`config.mk`:
```
export PLATFORM = sky130hd
export DESIGN_NAME = sdpb_stream_reader
export DESIGN_NICKNAME = d
export VERILOG_FILES = /design/src/rtl/sdpb_reader_pkg.sv /design/src/rtl/sdpb_reader_fifo.sv /design/src/rtl/sdpb_stream_reader.sv
export SDC_FILE = /design/constraint.sdc
export NUM_CORES = 1
export LEC_CHECK = 0
export ABC_CLOCK_PERIOD_IN_PS = 2610
export CORE_UTILIZATION = 48
export CTS_CLUSTER_DIAMETER = 60
export CTS_CLUSTER_SIZE = 40
export DETAILED_ROUTE_END_ITERATION = 10
export PLACE_DENSITY = 0.76
export SYNTH_ARGS = -nofsm -noshare
export SYNTH_HDL_FRONTEND = slang
export SYNTH_SLANG_ARGS = --single-unit
export TNS_END_PERCENT = 100
```
`constraint.sdc`:
```
create_clock -name clk -period 2.61 [get_ports clk]
set_clock_uncertainty 0.1 [all_clocks]
set_input_delay 0.261 -clock clk [delete_from_list [all_inputs] [get_ports clk]]
set_output_delay 0.261 -clock clk [all_outputs]
set_load 0.03 [all_outputs]
```
`src/rtl/sdpb_reader_pkg.sv`:
```
// Shared definitions for the SDPB stream reader: FSM state encoding and the
// RAM read-path latency (ceb to FIFO push).
package sdpb_reader_pkg;

   typedef enum logic [1:0] {
      IDLE   = 2'd0,
      ISSUE  = 2'd1,
      DRAIN  = 2'd2,
      FINISH = 2'd3
   } state_t;

   localparam int RD_LATENCY = 2;

endpackage

```
`src/rtl/sdpb_reader_fifo.sv`:
```
// Output skid FIFO for the SDPB stream reader. It accepts a push into a full
// FIFO when a pop happens in the same cycle.
module sdpb_reader_fifo #(
   parameter int DEPTH = 4,
   parameter int WIDTH = 16
) (
   input  logic                       clk,
   input  logic                       resetn,
   input  logic                       push,
   input  logic                       pop,
   input  logic [WIDTH-1:0]           din,
   output logic [WIDTH-1:0]           dout,
   output logic                       empty,
   output logic                       full,
   output logic [$clog2(DEPTH+1)-1:0] count
);

   localparam int PW = $clog2(DEPTH);
   localparam int CW = $clog2(DEPTH+1);

   logic [WIDTH-1:0] r_mem [DEPTH];
   logic [PW-1:0]    r_wr_ptr;
   logic [PW-1:0]    r_rd_ptr;
   logic [CW-1:0]    r_count;
   logic             w_push;
   logic             w_pop;

   function automatic logic [PW-1:0] ptr_inc(input logic [PW-1:0] p);
      return (p == PW'(DEPTH-1)) ? '0 : p + PW'(1);
   endfunction

   assign empty  = (r_count == '0);
   assign full   = (r_count == CW'(DEPTH));
   assign count  = r_count;
   // Head reads as zero when empty so stale storage never leaks out.
   assign dout   = empty ? '0 : r_mem[r_rd_ptr];
   assign w_pop  = pop & ~empty;
   assign w_push = push & (~full | w_pop);

   always_ff @(posedge clk) begin
      if (w_push) r_mem[r_wr_ptr] <= din;
   end

   always_ff @(posedge clk or negedge resetn) begin
      if (!resetn) begin
         r_wr_ptr <= '0;
         r_rd_ptr <= '0;
         r_count  <= '0;
      end else begin
         if (w_push) r_wr_ptr <= ptr_inc(r_wr_ptr);
         if (w_pop)  r_rd_ptr <= ptr_inc(r_rd_ptr);
         if (w_push && !w_pop)      r_count <= r_count + CW'(1);
         else if (w_pop && !w_push) r_count <= r_count - CW'(1);
      end
   end

endmodule

```
`src/rtl/sdpb_stream_reader.sv`:
```
// Burst reader for one port of a semi-dual-port block RAM, streaming words out
// through a skid FIFO. Define SDPB_READER_DOUBLE_BUFFER_EN for two-bank swapping.
module sdpb_stream_reader
   import sdpb_reader_pkg::*;
#(
   parameter int ADDRESS_DEPTH_B = 1024,
   parameter int DATA_WIDTH_B    = 16,
   parameter int FIFO_DEPTH      = 4
) (
   input  logic                               clk,
   input  logic                               resetn,
   input  logic                               start,
   input  logic [$clog2(ADDRESS_DEPTH_B)-1:0] base_addr,
   input  logic [$clog2(ADDRESS_DEPTH_B):0]   length,
   input  logic                               swap_req,
   output logic [$clog2(ADDRESS_DEPTH_B)-1:0] adb,
   output logic                               ceb,
   output logic                               oce,
   input  logic [DATA_WIDTH_B-1:0]            rd_data,
   output logic [DATA_WIDTH_B-1:0]            m_data,
   output logic                               m_valid,
   input  logic                               m_ready,
   output logic                               busy,
   output logic                               done,
   output logic                               bank
);

   localparam int AW = $clog2(ADDRESS_DEPTH_B);
   localparam int CW = $clog2(FIFO_DEPTH+1);
   localparam int LW = $clog2(RD_LATENCY+1);
   localparam int OW = CW + LW;

   state_t        r_state;
   state_t        w_next;
   logic [AW-1:0] r_addr;
   logic [AW:0]   r_remain;
   logic          r_oce;
   logic          r_push;
   logic          r_zero_done;
   logic [LW-1:0] r_inflight;
   logic [CW-1:0] w_count;
   logic [OW-1:0] w_occ;
   logic [AW-1:0] w_adb;
   logic          w_empty;
   logic          w_full;
   logic          w_go;
   logic          w_issue;
   logic          w_pop;
   logic          w_unused;

   assign w_go    = (r_state == IDLE) & start & (length != '0);
   // Words already buffered plus words still in the RAM pipe must leave room.
   assign w_occ   = OW'(w_count) + OW'(r_inflight);
   assign w_issue = (r_state == ISSUE) & (w_occ < OW'(FIFO_DEPTH));
   assign w_pop   = m_valid & m_ready;

   always_comb begin
      w_next = r_state;
      case (r_state)
         IDLE:    if (w_go) w_next = ISSUE;
         ISSUE:   if (w_issue && r_remain == (AW+1)'(1)) w_next = DRAIN;
         DRAIN:   if (r_inflight == '0 && w_empty) w_next = FINISH;
         FINISH:  w_next = IDLE;
         default: w_next = IDLE;
      endcase
   end

   always_ff @(posedge clk or negedge resetn) begin
      if (!resetn) begin
         r_state     <= IDLE;
         r_addr      <= '0;
         r_remain    <= '0;
         r_oce       <= 1'b0;
         r_push      <= 1'b0;
         r_inflight  <= '0;
         r_zero_done <= 1'b0;
      end else begin
         r_state     <= w_next;
         r_oce       <= w_issue;
         r_push      <= r_oce;
         r_zero_done <= (r_state == IDLE) & start & (length == '0);
         if (w_issue && !r_push)      r_inflight <= r_inflight + LW'(1);
         else if (!w_issue && r_push) r_inflight <= r_inflight - LW'(1);
         if (w_go) begin
            r_addr   <= base_addr;
            r_remain <= length;
         end else if (w_issue) begin
            r_addr   <= r_addr + AW'(1);
            r_remain <= r_remain - (AW+1)'(1);
         end
      end
   end

`ifdef SDPB_READER_DOUBLE_BUFFER_EN
   logic r_bank;
   logic r_swap_pend;

   // A swap only takes effect when a new burst launches.
   always_ff @(posedge clk or negedge resetn) begin
      if (!resetn) begin
         r_bank      <= 1'b0;
         r_swap_pend <= 1'b0;
      end else if (w_go) begin
         if (r_swap_pend) r_bank <= ~r_bank;
         r_swap_pend <= swap_req;
      end else if (swap_req) begin
         r_swap_pend <= 1'b1;
      end
   end

   assign bank     = r_bank;
   assign w_adb    = {r_bank, r_addr[AW-2:0]};
   assign w_unused = r_addr[AW-1];
`else
   assign bank     = 1'b0;
   assign w_adb    = r_addr;
   assign w_unused = swap_req;
`endif

   assign adb  = w_issue ? w_adb : '0;
   assign ceb  = w_issue;
   assign oce  = r_oce;
   assign busy = (r_state != IDLE);
   assign done = (r_state == FINISH) | r_zero_done;

   sdpb_reader_fifo #(
      .DEPTH (FIFO_DEPTH),
      .WIDTH (DATA_WIDTH_B)
   ) u_fifo (
      .clk    (clk),
      .resetn (resetn),
      .push   (r_push),
      .pop    (w_pop),
      .din    (rd_data),
      .dout   (m_data),
      .empty  (w_empty),
      .full   (w_full),
      .count  (w_count)
   );

   assign m_valid = ~w_empty;

endmodule

```
Word level (Yosys, flattened, before mapping)
Memory sizes are Yosys's and may differ from the RTL's.
Cells that the tools add are included.
{"block": "totals", "regBits": 35, "input_bits": 42, "memories": 1, "ramBits": 64, "word_cells": 80}
{"memory": "u_fifo.r_mem", "words": 4, "width": 16, "read_ports": 1, "rd_ports_with_merged_regs": 0, "wr": 1, "line": "sdpb_reader_fifo.sv:21", "rtl": "logic [WIDTH-1:0] r_mem [DEPTH];"}
{"block": "classes", "eq_ne": 10, "reduce_logical": 20, "mux": 18, "n_lt_le_gt_ge": 1, "addsub": 9, "bitwise_logic": 11}
{"op": "2-to-1 mux 10 bit", "count": 3}
{"op": "2-to-1 mux 11 bit", "count": 2}
{"op": "2-to-1 mux 16 bit", "count": 1}
{"op": "2-to-1 mux 2 bit", "count": 7}
{"op": "== test 11 x 1 -> 1 bit, second input constant", "count": 1}
{"op": "logical NOT 11 bit", "count": 1}
{"op": "nonzero test 11 bit", "count": 1}
{"op": "subtractor 11 x 1 -> 11 bit, second input constant", "count": 1}
{"op": "adder 10 x 1 -> 10 bit, second input constant", "count": 1}
{"op": "== test 2 bit, second input constant", "count": 4}
{"op": "one-hot mux 2 bit (4 select lines)", "count": 1}
{"op": "nonzero test 2 bit", "count": 4}
{"op": "bitwise AND 1 bit", "count": 7}
{"op": "adder 2 x 1 -> 2 bit, second input constant", "count": 3}
{"op": "logical AND 1 bit", "count": 6}
{"op": "2-to-1 mux 3 bit", "count": 2}
{"op": "adder 3 x 2 -> 4 bit", "count": 1}
{"op": "logical NOT 1 bit", "count": 4}
{"op": "logical NOT 2 bit", "count": 2}
{"op": "less-than comparator 4 x 3 -> 1 bit, second input constant", "count": 1}
{"op": "inequality test 2 bit, second input constant", "count": 2}
{"op": "adder 3 x 1 -> 3 bit, second input constant", "count": 1}
{"op": "== test 3 bit, second input constant", "count": 1}
{"op": "logical NOT 3 bit", "count": 1}
{"op": "8 further kinds", "count": 11}

Logic depth before layout (Yosys ltp)
Gate-level depths: netlist of run 1.
{"block": "depth", "ltp_word": 10, "mapped_depth": 9}

Modules after synthesis
A second synthesis of run 1 with hierarchy kept.
{"block": "unflattened", "hier_cells": 317, "area_unflattened_um2": 4657.0}
{"module": "sdpb_reader_fifo", "cells_per_inst": 138, "n_inst": 1, "area_per_inst_um2": 2969.1, "seq_area_each_um2": 2097.0}
{"module": "sdpb_stream_reader", "cells_per_inst": 179, "n_inst": 1, "area_per_inst_um2": 1687.9, "seq_area_each_um2": 700.7}

Least setup slack after synthesis of run 1
Ideal clock, no wire load.
{"block": "synth_timing", "path_kind": "flip-flop to flip-flop", "from": "register r_remain[5]", "to": "register r_state[1]", "path_buffers": 0, "setup_ps": 125, "arrival_time_ps": 2328, "path_stages_with_launch": 6, "period_less_slack_ps": 2553, "required_ps": 2385, "slack_ps": 57, "cell_sequence": "dfrtp_1 -> or4_4 -> or3_1 -> or4b_4 -> a221oi_4 -> mux2_4"}
{"block": "synth_via", "elab_chain_cells": 4}
{"element": "start: declaration", "line": "sdpb_stream_reader.sv:36", "rtl": "logic [AW:0] r_remain;"}
{"element": "start signal: assignment", "line": "sdpb_stream_reader.sv:86", "rtl": "r_remain <= length;"}
{"element": "start signal: assignment", "line": "sdpb_stream_reader.sv:89", "rtl": "r_remain <= r_remain - (AW+1)'(1);"}
{"element": "== test 11 x 1 -> 1 bit", "line": "sdpb_stream_reader.sv:61", "rtl": "ISSUE: if (w_issue && r_remain == (AW+1)'(1)) w_next = DRAIN;"}
{"element": "logical AND 1 bit", "line": "sdpb_stream_reader.sv:61"}
{"element": "inequality test 2 x 1 -> 1 bit (no source line)"}
{"element": "AND reduction 3 bit (no source line)"}
{"element": "end signal: assignment", "line": "sdpb_stream_reader.sv:78", "rtl": "r_state <= w_next;"}
{"element": "end: declaration", "line": "sdpb_stream_reader.sv:33", "rtl": "state_t r_state;"}
No other way between the ends.
A chain may end at the register's enable or synchronous reset.

Worst setup path after layout of run 1
Same ends and word-level chain as after synthesis.

==> results of run 1 <==
## stage by stage
stage               instances  power [mW]  instance area, sq um  setup TNS (ns)  setup slack [ns]
floorplan                 317        4.19                  4470               0            0.0573
global placement          497        5.15                  5370               0            0.0501
detailed placement        497        5.25                  5370               0            0.0111
CTS                       513        6.04                  5530               0           0.00297
global route              513        6.35                  5550         -0.0401           -0.0401
finish                    513        5.98                  5550               0            0.0106
## layout make-up
cell class,instances,share of cell area (%)
clock buffer,9,2.23
clock inverter,7,0.903
inverter,12,0.812
multi-input combinational,193,28.6
sequential,99,50.5
tap,108,2.44
timing repair buffer,85,14.6
## power breakdown
group          switching (mW)  internal (mW)  total, mW  leakage (nW)
Sequential              0.299           2.04       2.34          1.00
Clock                   0.535          0.354      0.889        0.0894
Combinational            1.46           1.29       2.75          1.04
Total                    2.29           3.68       5.98          2.14
## state kept, by name (all words and copies together) (netlist names), 2 cells and up
signal / flops
u_fifo.r_mem: 64
u_fifo.r_wr_ptr: 2
r_addr: 10
r_inflight: 2
u_fifo.count: 3
r_state: 2
u_fifo.r_rd_ptr: 2
r_remain: 11
## cell usage in the layout (no fill, tap or decap), types with 2 or more instances in the layout
cell,instances
nand3_1,7
nand2_1,31
nor2_1,10
buf_4,23
nand4_1,4
xor2_1,15
nor3_1,5
clkbuf_8,9
mux2_2,2
and3_1,10
clkinv_2,2
edfxtp_1,64
or3_1,3
inv_6,2
xnor2_1,10
dlymetal6s2s_1,4
and2_1,20
inv_1,10
mux4_2,16
o21ai_1,23
nor4_1,3
dfrtp_1,34
clkdlybuf4s50_1,44
inv_2,2
buf_12,2
ha_1,16
dlygate4sd2_1,12
## Yosys cell counts
master / count
buf_4: 1
nor3_1: 5
nand2_1: 31
o31a_1: 1
ha_1: 16
conb_1: 1
nor2_1: 10
fa_1: 1
mux2_4: 1
and2_1: 20
or2_2: 1
nor4_1: 3
dfrtp_1: 35
mux2_2: 2
nand4_1: 4
a21o_1: 1
edfxtp_1: 64
clkbuf_4: 1
a221oi_4: 1
o32a_1: 1
or4b_4: 1
mux4_2: 16
clkbuf_1: 9
and4_1: 1
or3_1: 4
o21ai_1: 23
and3_1: 10
o41a_1: 1
a22o_1: 1
nor3b_1: 1
a21oi_1: 1
inv_1: 10
nand3_1: 7
inv_2: 2
mux2i_1: 1
buf_1: 2
xnor2_1: 10
or4_4: 1
a31oi_1: 1
xor2_1: 15
## final timing paths
check,slack (ns),to,cells past startpoint
setup / recovery,0.01,r_state[1],5
hold / removal,0.21,r_remain[7],2
min in group clk,0.29,r_push,0
hold reg to reg,0.29,r_push,0
max in group asynchronous,1.86,u_fifo.r_rd_ptr[0],2
setup reg to reg,0.01,r_state[1],5
## cells by family (layout without fill, tap and decap cells)
group                    Yosys count  after routing  synth area share, %
AND/OR/NAND/NOR                   99             99                 11.6
other                              1              1               0.0840
adder cells (fa/ha/maj)           17             17                 4.93
multiplexers                      20             20                 9.13
AO/OA/AOI/OAI                     31             31                 4.45
flip-flops                        99             99                 62.6
buffers and inverters             25            113                 2.27
XOR/XNOR                          25             25                 4.90
## worst max-delay path: stages, from the launching register on
cell	delay, ns
dfrtp_1	0.39
or4_4	0.54
or3_4	0.34
or4b_4	0.51
a221oi_4	0.28
mux2_4	0.32
## repair_timing
action / in CTS / in global routing
gates resized for setup: 13 / 6
setup buffers: 0 / 0
gates cloned: 0 / 0
setup endpoints to repair: 14 / 5
## routing by layer
layer / part of all wire [%] / global-route usage [%] / vias to the layer above / wire, microns
li1: - / - / 1320 / -
met1: 44 / 23.7 / 1323 / 3600
met2: 51 / 30.2 / 52 / 4130
met3: 2.8 / 2.77 / 19 / 229
met4: 2.5 / 10.3 / 0 / 204
met5: 0 / 0 / - / 0
==> results.cfg, run 1 <==
[routing]
routed-via-count = 2714
first_iter_violations = 132
vias_per_cell = 5.29
drc = 2
post_drt_wl_per_cell_microns = 15.9
ant_nets = 0
dr.pass1.iters = 9
routed_wl_mm = 8.17

[cts]
cts_max_level = 3
cts_buffer_depth = 2
cts-hold-fix-buffers = 0
cts_tree = done
cts-buffers-inserted = 9
clock-sinks = 99
cts-root-buf = clkbuf_8
clkLatencyLatePin_ns = 0.35
clk_pin_slew_ns = 0.09

[floorplanning]
die_x_microns = 98.5
dieArea_sq_um = 9700
rows = 34
ioPinCount = 74
dieHeight_microns = 98.5
coreArea_sq_um = 8850
start_util_pct = 50.5

[power]
pwr_density_cell_nw_per_um2 = 1080
peakVddDrop_mv = 0.408
p_leak_nw = 2.14

[timing]
rsz0062_at_grt = true
hold_ws_ns = 0.211
setup_viol = 0
hold_viol = 0
period_minus_slack_ns = 2.60
fmax_mhz = 385
maxSlewViolCount = 0
tightest_slew_ns = 0.894
period_share_pct = 99.6
slew_headroom_pct = 40.4

[global_routing]
antenna_found_initial = 0
track_usage_pct = 18.4
grt_pass1_vias = 2917
grt_pass1_wl_mm = 13.7
grt_max_degree = 42
grt_overflow = 0

[yosys]
synth-seq-cells = 99
syn_nets = 376
synthCells = 317
synth_top_area_share_pct = 43.0
yosys_warnings = 0
avgSynthCellArea_sq_um = 14.1
synthTopCellsByArea = edfxtp_1, dfrtp_1, mux4_2
ys_types = 40
seq_area_frac_synth_pct = 62.6
yosysTopAreaCell = edfxtp_1
synth.cell_area_sq_um = 4470

[cells_and_area]
drive_above_1_share_pct = 17.0
final_util_pct = 62.7
nNetsFinal = 459
antenna_cells = 0
ff_latch_area_sq_um = 2800
multi_input_area_sq_um = 1580
nFillCells = 692
area_growth_pct = 24.1

[setup_path]
critical_path_class = flop to flop
cp_max_fo = 3
cp_data_arrival_time_ns = 2.74
endpoint_kind = flop
startpoint = r_remain[5]
cp.required_ns = 2.76
cp-start-kind = flop
reg2reg_from = r_remain[5]

[placement]
place.gp.congestion = 0.732
port_buffers = 71
dp_hpwl_mm = 5.66

[min_path]
hold_path.class = input pin to asynchronous set/reset pin

[job]
drv_cap = 0

[outcome]
violations = design-rule violations
outcome = finished, violations left
Note: power is estimated with default switching activity, not from simulation.
==> run 2, diff against run 1 <==
--- a/config.mk
+++ b/config.mk
@@ -5,8 +5,8 @@
 export SDC_FILE = /design/constraint.sdc
 export NUM_CORES = 1
 export LEC_CHECK = 0
-export ABC_CLOCK_PERIOD_IN_PS = 2610
-export CORE_UTILIZATION = 48
+export ABC_CLOCK_PERIOD_IN_PS = 2920
+export CORE_UTILIZATION = 50
 export CTS_CLUSTER_DIAMETER = 60
 export CTS_CLUSTER_SIZE = 40
 export DETAILED_ROUTE_END_ITERATION = 10
==> constraint.sdc (replaced) <==
create_clock -name clk -period 2.92 [get_ports clk]
set_clock_uncertainty 0.1 [all_clocks]
set_input_delay 0.292 -clock clk [delete_from_list [all_inputs] [get_ports clk]]
set_output_delay 0.292 -clock clk [all_outputs]
set_load 0.03 [all_outputs]
==> run 2 against run 1 <==
The run now ends clean. Utilization increased by 0.88 points. Non-clock buffer count decreased by 7. Via count increased by 0.18%. First-iteration DRC count decreased by 30%. Design area decreased by 0.54%. Cell count decreased by 1.4%. Die area decreased by 3.9%.
==> results.cfg, run 2 (synthesized netlist as in run 1, its figures left out) <==
[outcome]
outcome = completed

[cts]
clock-sinks = 99
cts-root-buf = clkbuf_8
cts-hold-fix-buffers = 0
clkLatencyLatePin_ns = 0.36
cts_tree = done
clk_pin_slew_ns = 0.10
post_cts_buffers = 0
cts-resized-gates = 0
cts_max_level = 3
cts_buffer_depth = 2
cts-buffers-inserted = 9

[global_routing]
grt_overflow = 0
grt_pass1_vias = 2663
grt_max_degree = 42
antenna_found_initial = 0
track_usage_pct = 18.7
grt_pass1_wl_mm = 12.6

[routing]
post_drt_wl_per_cell_microns = 15.4
first_iter_violations = 93
ant_nets = 0
routed-via-count = 2719
routed_wl_mm = 7.81
drc = 0
vias_per_cell = 5.37
dr.pass1.iters = 4

[floorplanning]
ioPinCount = 74
die_x_microns = 96.5
rows = 34
coreArea_sq_um = 8680
start_util_pct = 51.5
dieHeight_microns = 96.5
dieArea_sq_um = 9320

[cells_and_area]
top_regs = u_fifo.r_mem (64), r_remain (11), r_addr (10)
drive_above_1_share_pct = 15.1
nNetsFinal = 452
final_util_pct = 63.6
largest_register_ffs = 64
top_register = u_fifo.r_mem
antenna_cells = 0
mostFrequentLayoutCells = edfxtp_1, clkdlybuf4s50_1, dfrtp_1, nand2_1, o21ai_1
area_growth_pct = 23.5
stdcell_count = 506
nFillCells = 668
layout_commonest_cell = edfxtp_1

[job]
drv_cap = 0

[setup_path]
r2r.worst_path.cells = 5
cp.required_ns = 2.53
reg2reg_from = r_remain[5]
cp_data_arrival_time_ns = 2.41
endpoint_kind = output pin
cp_max_fo = 11
cp-start-kind = flop
startpoint = u_fifo.count[0]
critical_path_class = flop to output pin

[timing]
hold_viol = 0
tightest_slew_ns = 0.884
period_minus_slack_ns = 2.80
hold_ws_ns = 0.225
maxSlewViolCount = 0
period_share_pct = 95.9
rsz0062_at_grt = false
fin_tns_setup_ns = 0
setup_viol = 0
fmax_mhz = 357
slew_headroom_pct = 41.1

[power]
peakVddDrop_mv = 0.525
total_power_mw = 5.43
p_leak_nw = 2.05
pwr_density_cell_nw_per_um2 = 985

[placement]
port_buffers = 71
dp.cells = 490
place.gp.congestion = 0.794
dp_hpwl_mm = 5.44

[min_path]
hold_path.class = input pin to asynchronous set/reset pin
[run 2: cell count changes in the layout (fill, tap and decap cells not counted), sizes merged, moves of 2 or more]
cell	change
inv	+2
clkinv	-2
dlygate4sd2	-12
dlymetal6s2s	-4
buf	-7
clkdlybuf4s50	+16
[run 2: worst paths after layout]
kind | slack (ns) | endpoint
max | 0.12 | m_data[13]
min | 0.22 | r_remain[3]
max reg2reg | 0.27 | r_state[1]
min reg2reg | 0.31 | r_push
max in group asynchronous | 2.18 | u_fifo.r_rd_ptr[0]
min in group clk | 0.31 | r_push
[run 2: layer usage]
metal	global-route usage (%)	part of all wire [%]	up-vias	wire (microns)
met3	2.97	3.6	20	282
met2	30.0	50	59	3900
li1	-	-	1310	-
met5	0	0	-	0
met1	24.5	43	1330	3380
met4	10.4	3.2	0	249
[run 2: power breakdown]
group	switching, mW	internal, mW	total (mW)
Sequential	0.307	1.82	2.13
Clock	0.506	0.424	0.930
Combinational	1.22	1.15	2.38
[run 2: worst max-delay path, cell delays in order (launching register included)]
cell             delay, ns
dfrtp_1               0.46
or3_1                 0.60
buf_4                 0.25
and2_1                0.14
clkdlybuf4s50_1       0.59
[run 2: area by class of cell]
cell class,count,area [sq um],share of cell area [%]
Multi-Input combinational cell,193,1580,28.7
Clock buffer,9,124,2.25
Clock inverter,7,95.1,1.72
Inverter,12,45.0,0.817
Tap cell,108,135,2.45
Sequential cell,99,2800,50.7
Timing Repair Buffer,78,736,13.3
[run 2: through the flow]
| stage | worst slack (ns) | area (sq um) |
|---|---|---|
| 2_1_floorplan | 0.367 | 4470 |
| 3_3_place_gp | 0.316 | 5300 |
| 3_5_place_dp | 0.282 | 5300 |
| 4_1_cts | 0.0941 | 5520 |
| 5_1_grt | 0.0105 | 5520 |
| 6_report | 0.119 | 5520 |
